===== src/rtl/fx_accum_pkg.sv =====
// Shared sizing and bound helpers for the fixed-point block accumulator.
// Constant functions only; evaluated at elaboration time.
package fx_accum_pkg;

  function automatic int fx_clog2(input int n);
    int r;
    r = 0;
    for (int i = 0; i < 31; i++) begin
      if ((1 << i) < n) r = i + 1;
    end
    return r;
  endfunction

  // Full-growth accumulator width: one extra integer bit per doubling of the block length.
  function automatic int fx_acc_w(input int in_w, input int acc_len);
    return in_w + fx_clog2(acc_len);
  endfunction

  function automatic longint fx_smax(input int w);
    return (longint'(1) << (w - 1)) - 1;
  endfunction

  function automatic longint fx_smin(input int w);
    return -(longint'(1) << (w - 1));
  endfunction

endpackage


===== src/rtl/fx_accum_narrow.sv =====
// Combinational ACC_W->OUT_W conversion: sign-extend when widening; when narrowing,
// saturate if FX_ACCUM_SAT_EN is defined, otherwise drop MSBs (wrap-around).
module fx_accum_narrow
  import fx_accum_pkg::*;
#(
  parameter int ACC_W = 14,
  parameter int OUT_W = 14
) (
  input  logic signed [ACC_W-1:0] acc_i,
  output logic signed [OUT_W-1:0] out_o
);

  generate
    if (OUT_W >= ACC_W) begin : g_extend
      assign out_o = OUT_W'(acc_i);
    end else begin : g_narrow
`ifdef FX_ACCUM_SAT_EN
      localparam logic signed [ACC_W-1:0] MAX_V = ACC_W'(fx_smax(OUT_W));
      localparam logic signed [ACC_W-1:0] MIN_V = ACC_W'(fx_smin(OUT_W));

      always_comb begin
        out_o = OUT_W'(acc_i);
        if (acc_i > MAX_V)      out_o = OUT_W'(MAX_V);
        else if (acc_i < MIN_V) out_o = OUT_W'(MIN_V);
      end
`else
      assign out_o = OUT_W'(acc_i);
`endif
    end
  endgenerate

endmodule


===== src/rtl/fx_block_accum.sv =====
// Sums ACC_LEN signed samples per block and emits one full-growth sum with a valid/ready
// output register. Output narrowing mode is selected by the FX_ACCUM_SAT_EN macro.
module fx_block_accum
  import fx_accum_pkg::*;
#(
  parameter int IN_W    = 13,
  parameter int ACC_LEN = 2,
  parameter int OUT_W   = 14
) (
  input  logic                    i_clk,
  input  logic                    i_rst_n,
  input  logic signed [IN_W-1:0]  i_data,
  input  logic                    i_valid,
  output logic                    o_ready,
  output logic signed [OUT_W-1:0] o_data,
  output logic                    o_valid,
  input  logic                    i_ready
);

  localparam int ACC_W = fx_acc_w(IN_W, ACC_LEN);
  localparam int CNT_W = (fx_clog2(ACC_LEN) < 1) ? 1 : fx_clog2(ACC_LEN);
  localparam logic [CNT_W-1:0] CNT_LAST = CNT_W'(ACC_LEN - 1);

  logic signed [ACC_W-1:0] acc_q, acc_d;
  logic [CNT_W-1:0]        cnt_q, cnt_d;
  logic signed [OUT_W-1:0] data_q, data_d;
  logic                    valid_q, valid_d;

  logic                    last_s;
  logic                    accept_s;
  logic signed [ACC_W-1:0] sum_s;
  logic signed [OUT_W-1:0] sum_nar_s;

  assign last_s   = (cnt_q == CNT_LAST);
  // Only the block-closing sample needs the output slot, so only it stalls.
  assign o_ready  = !(last_s && valid_q && !i_ready);
  assign accept_s = i_valid && o_ready;
  assign sum_s    = acc_q + ACC_W'(i_data);

  fx_accum_narrow #(
    .ACC_W (ACC_W),
    .OUT_W (OUT_W)
  ) u_narrow (
    .acc_i (sum_s),
    .out_o (sum_nar_s)
  );

  always_comb begin
    acc_d   = acc_q;
    cnt_d   = cnt_q;
    data_d  = data_q;
    valid_d = valid_q;
    if (valid_q && i_ready) valid_d = 1'b0;
    // A load on the consume edge overrides the clear, keeping o_valid high.
    if (accept_s) begin
      if (last_s) begin
        data_d  = sum_nar_s;
        valid_d = 1'b1;
        acc_d   = '0;
        cnt_d   = '0;
      end else begin
        acc_d = sum_s;
        cnt_d = cnt_q + CNT_W'(1);
      end
    end
  end

  always_ff @(posedge i_clk) begin
    if (!i_rst_n) begin
      acc_q   <= '0;
      cnt_q   <= '0;
      data_q  <= '0;
      valid_q <= 1'b0;
    end else begin
      acc_q   <= acc_d;
      cnt_q   <= cnt_d;
      data_q  <= data_d;
      valid_q <= valid_d;
    end
  end

  assign o_data  = data_q;
  assign o_valid = valid_q;

endmodule


===== config.mk =====
export PLATFORM = sky130hd
export DESIGN_NAME = fx_block_accum
export DESIGN_NICKNAME = d
export VERILOG_FILES = /design/src/rtl/fx_accum_pkg.sv /design/src/rtl/fx_accum_narrow.sv /design/src/rtl/fx_block_accum.sv
export SDC_FILE = /design/constraint.sdc
export NUM_CORES = 1
export LEC_CHECK = 0
export BUFFER_PORTS_ARGS = -buffer_cell sky130_fd_sc_hd__buf_2
export CORE_MARGIN = 2
export CORE_UTILIZATION = 55
export CTS_CLUSTER_SIZE = 8
export DETAILED_ROUTE_END_ITERATION = 10
export GPL_TIMING_DRIVEN = 0
export HOLD_SLACK_MARGIN = 0.12
export PLACE_DENSITY = 0.87
export SETUP_SLACK_MARGIN = 0.15
export SLEW_MARGIN = 20
export SYNTH_ARGS = -nofsm -noshare
export SYNTH_HDL_FRONTEND = slang
export SYNTH_HIERARCHICAL = 1
export SYNTH_SLANG_ARGS = --single-unit

===== constraint.sdc =====
create_clock -name i_clk -period 3.1 [get_ports i_clk]
set_clock_uncertainty 0.1 [all_clocks]
set_input_delay 0.62 -clock i_clk [delete_from_list [all_inputs] [get_ports i_clk]]
set_output_delay 0.62 -clock i_clk [all_outputs]
set_load 0.05 [all_outputs]

==> metrics.log, run 1 <==
[metrics] category of the worst setup path launch point: input pin
[metrics] class of the tightest hold or removal check: flop to flop
[metrics] proportion of synthesized flip-flops having asynchronous set or reset: 0%
[metrics] worst-margin pin slew: 0.397 ns
[metrics] Detail Placement HPWL: between 2000 and 3000 um
[metrics] Yosys top cell area share: 34.1%
[metrics] total congestion overflow: 0
[metrics] pin count of the biggest net entering global routing: 11
[metrics] most instantiated flip-flop cell in the synthesis netlist: sky130_fd_sc_hd__dfxtp_1
[metrics] data arrival time of the critical path: 2.71 ns
[metrics] static leakage power: 0.000935 uW
[metrics] Layout area overhead: 14.9%
[metrics] count of inserted antenna diode cells: 0
[metrics] combinational group share of total power: 36.5%
[metrics] Post-CTS Hold Fix Bufs: 0
[metrics] result of the run: finished, final reports clean
[metrics] number of antenna violations at the first check in global routing: 0
[metrics] Initial Utilization: 57.7%
[metrics] Die Ht: 60.6 um
[metrics] worst ir drop on vdd: between 0.2 and 0.3 mV
[metrics] number of endpoints with negative hold slack in the final report: 0
[metrics] summed negative setup slack over all endpoints: 0 ns
[metrics] post-route clock period utilization: 82.5%
[metrics] internal power: 683 uW
[metrics] # Post-CTS Setup Buffers: 0
[metrics] crit end category: flop
[metrics] post-synthesis cell type with the largest combined area: sky130_fd_sc_hd__dfxtp_1
[metrics] dominant cell by count in the synthesized netlist: sky130_fd_sc_hd__nand2_1
[metrics] H-Tree Depth: 2
[metrics] power consumption: 1040 uW
[metrics] clock network fraction of design power: 20.6%
[metrics] cell at the root of the clock tree: sky130_fd_sc_hd__clkbuf_4
[metrics] Maximum Capacitance Violations: 0
[metrics] top fanout value on the critical path: 3
[metrics] Num CTS Buffers: 5
[metrics] fillcell total: 292
[metrics] Routed WL per cell: 11.8 um
[metrics] post-detailed-route DRC marker count: 0
[metrics] Detailed Routing Iterations Pass 1: 4
[metrics] power dissipated by switching net loads: approximately 350 uW
[metrics] Cell Area, Synth: 0.00176 mm2
[metrics] register bit total from synthesis: 30
[metrics] gr busiest metal: met2
[metrics] DR iter-0 viols: 73
[metrics] Power per Cell Area: 512 mW/mm2
[metrics] share of the core filled with cells: 66.3%
[metrics] number of setup violations in the final report: 0
[metrics] met3 usage in global routing: 5.12%
[metrics] FMAX: between 300 and 400 MHz
[metrics] post-synthesis average cell area: 8.94 um2
[metrics] via count: 1425
[metrics] number of I/O port buffers: 32
[metrics] Detail Route Antenna Nets: 0
[metrics] sequential cell fraction of total power: 42.9%
[metrics] crit path time final: around 2.6 ns
[metrics] Clock Path Buffers: 2
[metrics] Relative slew margins: 73.5%
[metrics] number of vias per cell after detailed routing: between 5 and 6
[metrics] YS warnings: 6
[metrics] Tot GR Track Use: 20.7%
[metrics] met1 Resource Use GR: between 20% and 30%
[metrics] Post-Syn Nets: 228
[metrics] worst endpoint required time: 3.26 ns
[metrics] RSZ-0062 raised after global routing: no
[metrics] class of the most critical setup path: input pin to flop
[metrics] later-pin clock latency in the skew report: 0.33 ns
[metrics] Reg clk slew, reported paths: roughly 0.090 ns
[metrics] number of instances in the synthesized netlist: 197
[metrics] leading cell types by total area after synthesis: sky130_fd_sc_hd__dfxtp_1 34%, sky130_fd_sc_hd__ha_1 9.2%, sky130_fd_sc_hd__a21boi_0 7.7%, sky130_fd_sc_hd__nand2_1 7.7%, sky130_fd_sc_hd__buf_4 6.0%
[metrics] Post-Route WL: 3310 um
[metrics] clock tree from TritonCTS: done
[metrics] share of the yosys chip area belonging to registers: 34.1%
[metrics] total of cells resized after clock tree synthesis: 0
[metrics] overall die area: 0.00367 mm2
[metrics] first-pass GRT wire length: 5740 um
[metrics] number of different library cells in the post-synthesis netlist: 33
[metrics] cell types with the highest counts after synthesis: 36 x sky130_fd_sc_hd__nand2_1, 30 x sky130_fd_sc_hd__dfxtp_1, 18 x sky130_fd_sc_hd__a21boi_0
[metrics] number of max-slew violations in the final report: 0
[metrics] number of global-route vias before repair: 1375
[metrics] area of the core: 0.00305 mm2
[metrics] Die W: approximately 60 um
[metrics] smallest hold slack: 0.361 ns
[metrics] number of rows in the core area: 20
[metrics] Post-layout nets: 267
[metrics] sinks on the clock net: 30
[metrics] met2 routing resource usage after global routing: a little over a third
[metrics] Post-synth EDFFs: 0
[metrics] share of total power consumed by net switching: 34.1%
[metrics] RD Place Congestion: 0.796
[metrics] I/O pin count: 33
[metrics] layout cell share with drive strength beyond 1: about a quarter
-- through the flow --
step	instances	instance area (um2)	setup slack (ns)
after floorplan	197	1760	0.534
after detailed placement	273	1980	0.215
after global routing	280	2020	0.367
after CTS	280	2020	0.565
after global placement	273	1980	0.260
final	280	2020	0.542
-- worst max-delay path: stages --
cell and delay (ns):
sky130_fd_sc_hd__buf_2 0.10, sky130_fd_sc_hd__ha_1 0.22, sky130_fd_sc_hd__fa_1 0.42, sky130_fd_sc_hd__a21oi_2 0.21, sky130_fd_sc_hd__o21ai_2 0.07, sky130_fd_sc_hd__a21oi_2 0.22, sky130_fd_sc_hd__o21ai_0 0.13, sky130_fd_sc_hd__a31oi_1 0.22
sky130_fd_sc_hd__xnor2_1 0.18, sky130_fd_sc_hd__buf_4 0.15, sky130_fd_sc_hd__nand2_1 0.03, sky130_fd_sc_hd__a21boi_0 0.14
-- registers in the layout, indices dropped and copies added (netlist names) --
register,cells
acc_q,14
o_valid,1
o_data,14
cnt_q,1
-- layer usage --
layer  part of all wire [%]  vias up
met4                    1.1        0
met3                    4.2        5
met5                      0        -
met2                     47       29
li1                       -      754
met1                     48      637
-- kinds of logic after synthesis --
kind of cell	synth area share, %
flops	34.1
buf+inv	7.68
simple gates	14.9
fa+ha+maj	10.4
compound gates	25.4
xor+xnor	6.97
mux	0.569
-- placed cells by master (no fill, tap or decap), drive strengths merged --
master,instances
and2,2
xnor2,8
o21a,1
mux2i,1
a22oi,3
o41ai,1
nand4,1
buf,46
clkbuf,12
o21ai,8
and3,2
a21oi,9
nand2,36
a22o,7
nand2b,4
fa,1
nand3b,4
ha,13
xor2,6
dfxtp,30
a21o,6
a31oi,4
a211oi,1
clkinv,2
a21boi,18
nor2b,4
nand3,1
o21bai,1
nor2,3
inv,1
-- path summary, 6_finish.rpt --
| check | slack, ns | cells after the start | end | startpoint |
|---|---|---|---|---|
| hold / removal | 0.36 | 2 | o_data[0]$_SDFFE_PN0P_ | o_data[0]$_SDFFE_PN0P_ |
| hold reg to reg | 0.36 | 2 | o_data[0]$_SDFFE_PN0P_ | o_data[0]$_SDFFE_PN0P_ |
| setup / recovery | 0.54 | 12 | o_data[12]$_SDFFE_PN0P_ | i_data[0] |
| setup reg to reg | 0.62 | 11 | o_data[12]$_SDFFE_PN0P_ | acc_q[0]$_SDFFE_PN0P_ |
-- power groups by stage --
stage          clock network, uW  registers, uW  logic (uW)
6_report                     213            445         378
3_3_place_gp                   0            453         372
3_5_place_dp                   0            454         379
4_1_cts                      217            445         380
2_1_floorplan                  0            493         267
5_1_grt                      235            450         419
-- area by class of cell --
| class | instances | area (um2) | area share, % |
|---|---|---|---|
| clock buffers | 5 | 37.5 | 1.86 |
| flip-flops and latches | 30 | 601 | 29.7 |
| plain buffers | 21 | 131 | 6.49 |
| well taps | 44 | 55.1 | 2.72 |
| repair buffers | 32 | 160 | 7.92 |
| clock inverters | 2 | 10.0 | 0.495 |
| multi-input cells | 145 | 1020 | 50.6 |
| inverters | 1 | 3.75 | 0.186 |
(Power assumes the default switching activity.)
==> inputs of run 2 (changes only) <==
Settings changed: CORE_UTILIZATION 55 to 49, PLACE_DENSITY 0.87 to 0.83.
Clock period 3.1 ns to 2.2 ns, I/O delays scaled along.
==> metrics.log, run 2 (synthesized netlist as in run 1, its figures left out) <==
[metrics] count of inserted antenna diode cells: 0 (unchanged)
[metrics] number of global-route vias before repair: 1440 (+4.7%)
[metrics] number of setup violations in the final report: 4 (+4)
[metrics] cell area after placement: 0.00201 mm2 (+1.6%)
[metrics] FMAX: 432 MHz
[metrics] post-detailed-route DRC marker count: 0 (unchanged)
[metrics] number of vias per cell after detailed routing: 5.27 (+3.6%)
[metrics] result of the run: finished with violations
[metrics] area occupied by registers: 608 um2 (+1.2%)
[metrics] overall die area: 0.00409 mm2 (+11%)
[metrics] Clock Path Buffers: 2 (unchanged)
[metrics] crit path time final: 2.31 ns
[metrics] Detail Placement HPWL: 2680 um (+4.3%)
[metrics] RD Place Congestion: 0.833 (+4.7%)
[metrics] Die Ht: 63.9 um (+5.6%)
[metrics] sinks on the clock net: 30 (unchanged)
[metrics] Post-layout nets: 273 (+2.2%)
[metrics] I/O pin count: 33 (unchanged)
[metrics] Power per Cell Area: 754 mW/mm2 (+47%)
[metrics] final setup slack of the worst path: -0.112 ns (-0.654 ns)
[metrics] class of the tightest hold or removal check: input pin to flop
[metrics] first-pass GRT wire length: 6330 um (+10%)
[metrics] violations in the final reports: setup timing
[metrics] via count: 1519 (+6.6%)
[metrics] number of rows in the core area: 21 (+5.0%)
[metrics] cell depth of the worst hold path: 2 (unchanged)
[metrics] Worst R2R Setup Slack: -0.11 ns (-0.73 ns)
[metrics] H-Tree Depth: 2 (unchanged)
[metrics] Post-Route WL: 3870 um (+17%)
[metrics] Initial Utilization: 51.9% (-5.7 points)
[metrics] number of antenna violations at the first check in global routing: 0 (unchanged)
[metrics] commonest non-fill, non-tap cell in the layout: sky130_fd_sc_hd__nand2_1
[metrics] Detail Route Antenna Nets: 0 (unchanged)
[metrics] Num CTS Buffers: 5 (unchanged)
[metrics] cell at the root of the clock tree: sky130_fd_sc_hd__clkbuf_4
[metrics] leading cell types in the layout, fill and taps excluded: 36 x sky130_fd_sc_hd__nand2_1, 32 x sky130_fd_sc_hd__buf_2, 26 x sky130_fd_sc_hd__dfxtp_1, 20 x sky130_fd_sc_hd__buf_4, 13 x sky130_fd_sc_hd__a21boi_0
[metrics] Maximum Capacitance Violations: 0 (unchanged)
[metrics] summed negative setup slack over all endpoints: -0.207 ns (-0.207 ns)
[metrics] Relative slew margins: 68.0% (-5.5 points)
[metrics] category of the worst setup path launch point: flop
[metrics] pin count of the biggest net entering global routing: 11 (unchanged)
[metrics] Die W: 63.9 um (+5.6%)
[metrics] Reg clk slew, reported paths: 0.09 ns (about the same)
[metrics] Routed WL per cell: 13.4 um (+14%)
[metrics] worst ir drop on vdd: 0.251 mV (-12%)
[metrics] end of the worst register-to-register path: o_data[10]$_SDFFE_PN0P_
[metrics] startpoint of the lowest-slack hold path: i_rst_n
[metrics] number of endpoints with negative hold slack in the final report: 0 (unchanged)
[metrics] Multi-input gate area: 0.00118 mm2 (+15%)
[metrics] class of the most critical setup path: flop to flop
[metrics] Hold EP: o_data[0]$_SDFFE_PN0P_
[metrics] total congestion overflow: 0 (unchanged)
[metrics] number of max-slew violations in the final report: 0 (unchanged)
[metrics] Post-CTS Hold Fix Bufs: 0 (unchanged)
[metrics] clock tree from TritonCTS: done
[metrics] worst endpoint required time: 2.36 ns (-0.90 ns)
[metrics] number of I/O port buffers: 32 (unchanged)
[metrics] DR iter-0 viols: 147 (+100%)
[metrics] RSZ-0062 raised after global routing: yes
[metrics] number of cells traversed by the worst register-to-register path: 11 (unchanged)
[metrics] top fanout value on the critical path: 3 (unchanged)
[metrics] worst flop-to-flop path startpoint: acc_q[0]$_SDFFE_PN0P_
[metrics] crit end category: flop
[metrics] static leakage power: 0.00100 uW (+7.0%)
[metrics] post-route clock period utilization: 105%
[metrics] Tot GR Track Use: 19.4% (-1.2 points)
[metrics] data arrival time of the critical path: 2.47 ns (-0.24 ns)
[metrics] Layout area overhead: 28.6%
[metrics] worst-margin pin slew: 0.479 ns (+0.0823 ns)
[metrics] layout cell share with drive strength beyond 1: 36.0% (+10 points)
[metrics] later-pin clock latency in the skew report: 0.33 ns (about the same)
[metrics] Detailed Routing Iterations Pass 1: 4 (unchanged)
[metrics] post-layout instance area: 0.00226 mm2 (+12%)
[metrics] fillcell total: 260 (-11%)
[metrics] area of the core: 0.00339 mm2 (+11%)
==> run 2: layout make-up <==
type                       instances  area share (%)
sequential                        30            26.9
buffer                            21            5.80
clock inverter                     1            1.33
inverter                           1           0.166
timing repair buffer              38            9.07
multi-input combinational        145            52.0
clock buffer                       6            2.27
tap                               46            2.54
==> run 2: metal layers <==
layer  wire length, um  track usage (%)  up-vias  part of all wire (%)
met5                 0                0        -                     0
met4                82             8.97        0                   2.1
met3               138             2.11        9                   3.6
met2              1840             31.6       35                    48
met1              1810             25.7      710                    47
li1                  -                -      765                     -
==> run 2: how the worst max path moves through the flow <==
stage,startpoint,end,depth (start not counted)
after floorplan,i_data[0],o_data[10]$_SDFFE_PN0P_,11
after global placement,i_data[0],o_data[10]$_SDFFE_PN0P_,12
after detailed placement,i_data[0],o_data[10]$_SDFFE_PN0P_,12
after CTS,acc_q[0]$_SDFFE_PN0P_,o_data[10]$_SDFFE_PN0P_,11
after global routing,acc_q[0]$_SDFFE_PN0P_,o_data[10]$_SDFFE_PN0P_,11
final,acc_q[0]$_SDFFE_PN0P_,o_data[10]$_SDFFE_PN0P_,11
==> run 2: timing repair <==
item / in CTS / in global routing
gates cloned: 0 / 0
setup endpoints to repair: 10 / 14
pin swaps: 4 / 8
setup buffers: 5 / 1
gates resized for setup: 10 / 15
==> run 2: stage by stage <==
stage	power (uW)	std cells	hold slack (ns)	setup slack, ns	utilization, %
6_report	1710	288	0.332	-0.112	66.8
5_1_grt	1800	288	0.330	-0.259	66.8
4_1_cts	1660	287	0.316	-0.125	64.0
3_5_place_dp	1180	275	0.353	-0.426	59.2
3_3_place_gp	1170	275	0.338	-0.397	59.2
2_1_floorplan	1080	197	0.345	-0.0350	-
==> run 2: report_power, final <==
part	internal [uW]	switching [uW]	leakage, uW
clock network	264	185	0.0000443
registers	596	41.2	0.000247
logic	308	313	0.000709
==> run 2: worst max-delay path, cell delays in order (launching register included) <==
cell                       delay (ns)
sky130_fd_sc_hd__dfxtp_2         0.34
sky130_fd_sc_hd__ha_4            0.16
sky130_fd_sc_hd__fa_2            0.37
sky130_fd_sc_hd__a21oi_4         0.16
sky130_fd_sc_hd__o21ai_2         0.09
sky130_fd_sc_hd__a21oi_4         0.19
sky130_fd_sc_hd__nor2_2          0.06
sky130_fd_sc_hd__o41ai_2         0.26
sky130_fd_sc_hd__xnor2_1         0.21
sky130_fd_sc_hd__buf_4           0.15
sky130_fd_sc_hd__nand2_1         0.04
sky130_fd_sc_hd__a21boi_1        0.12
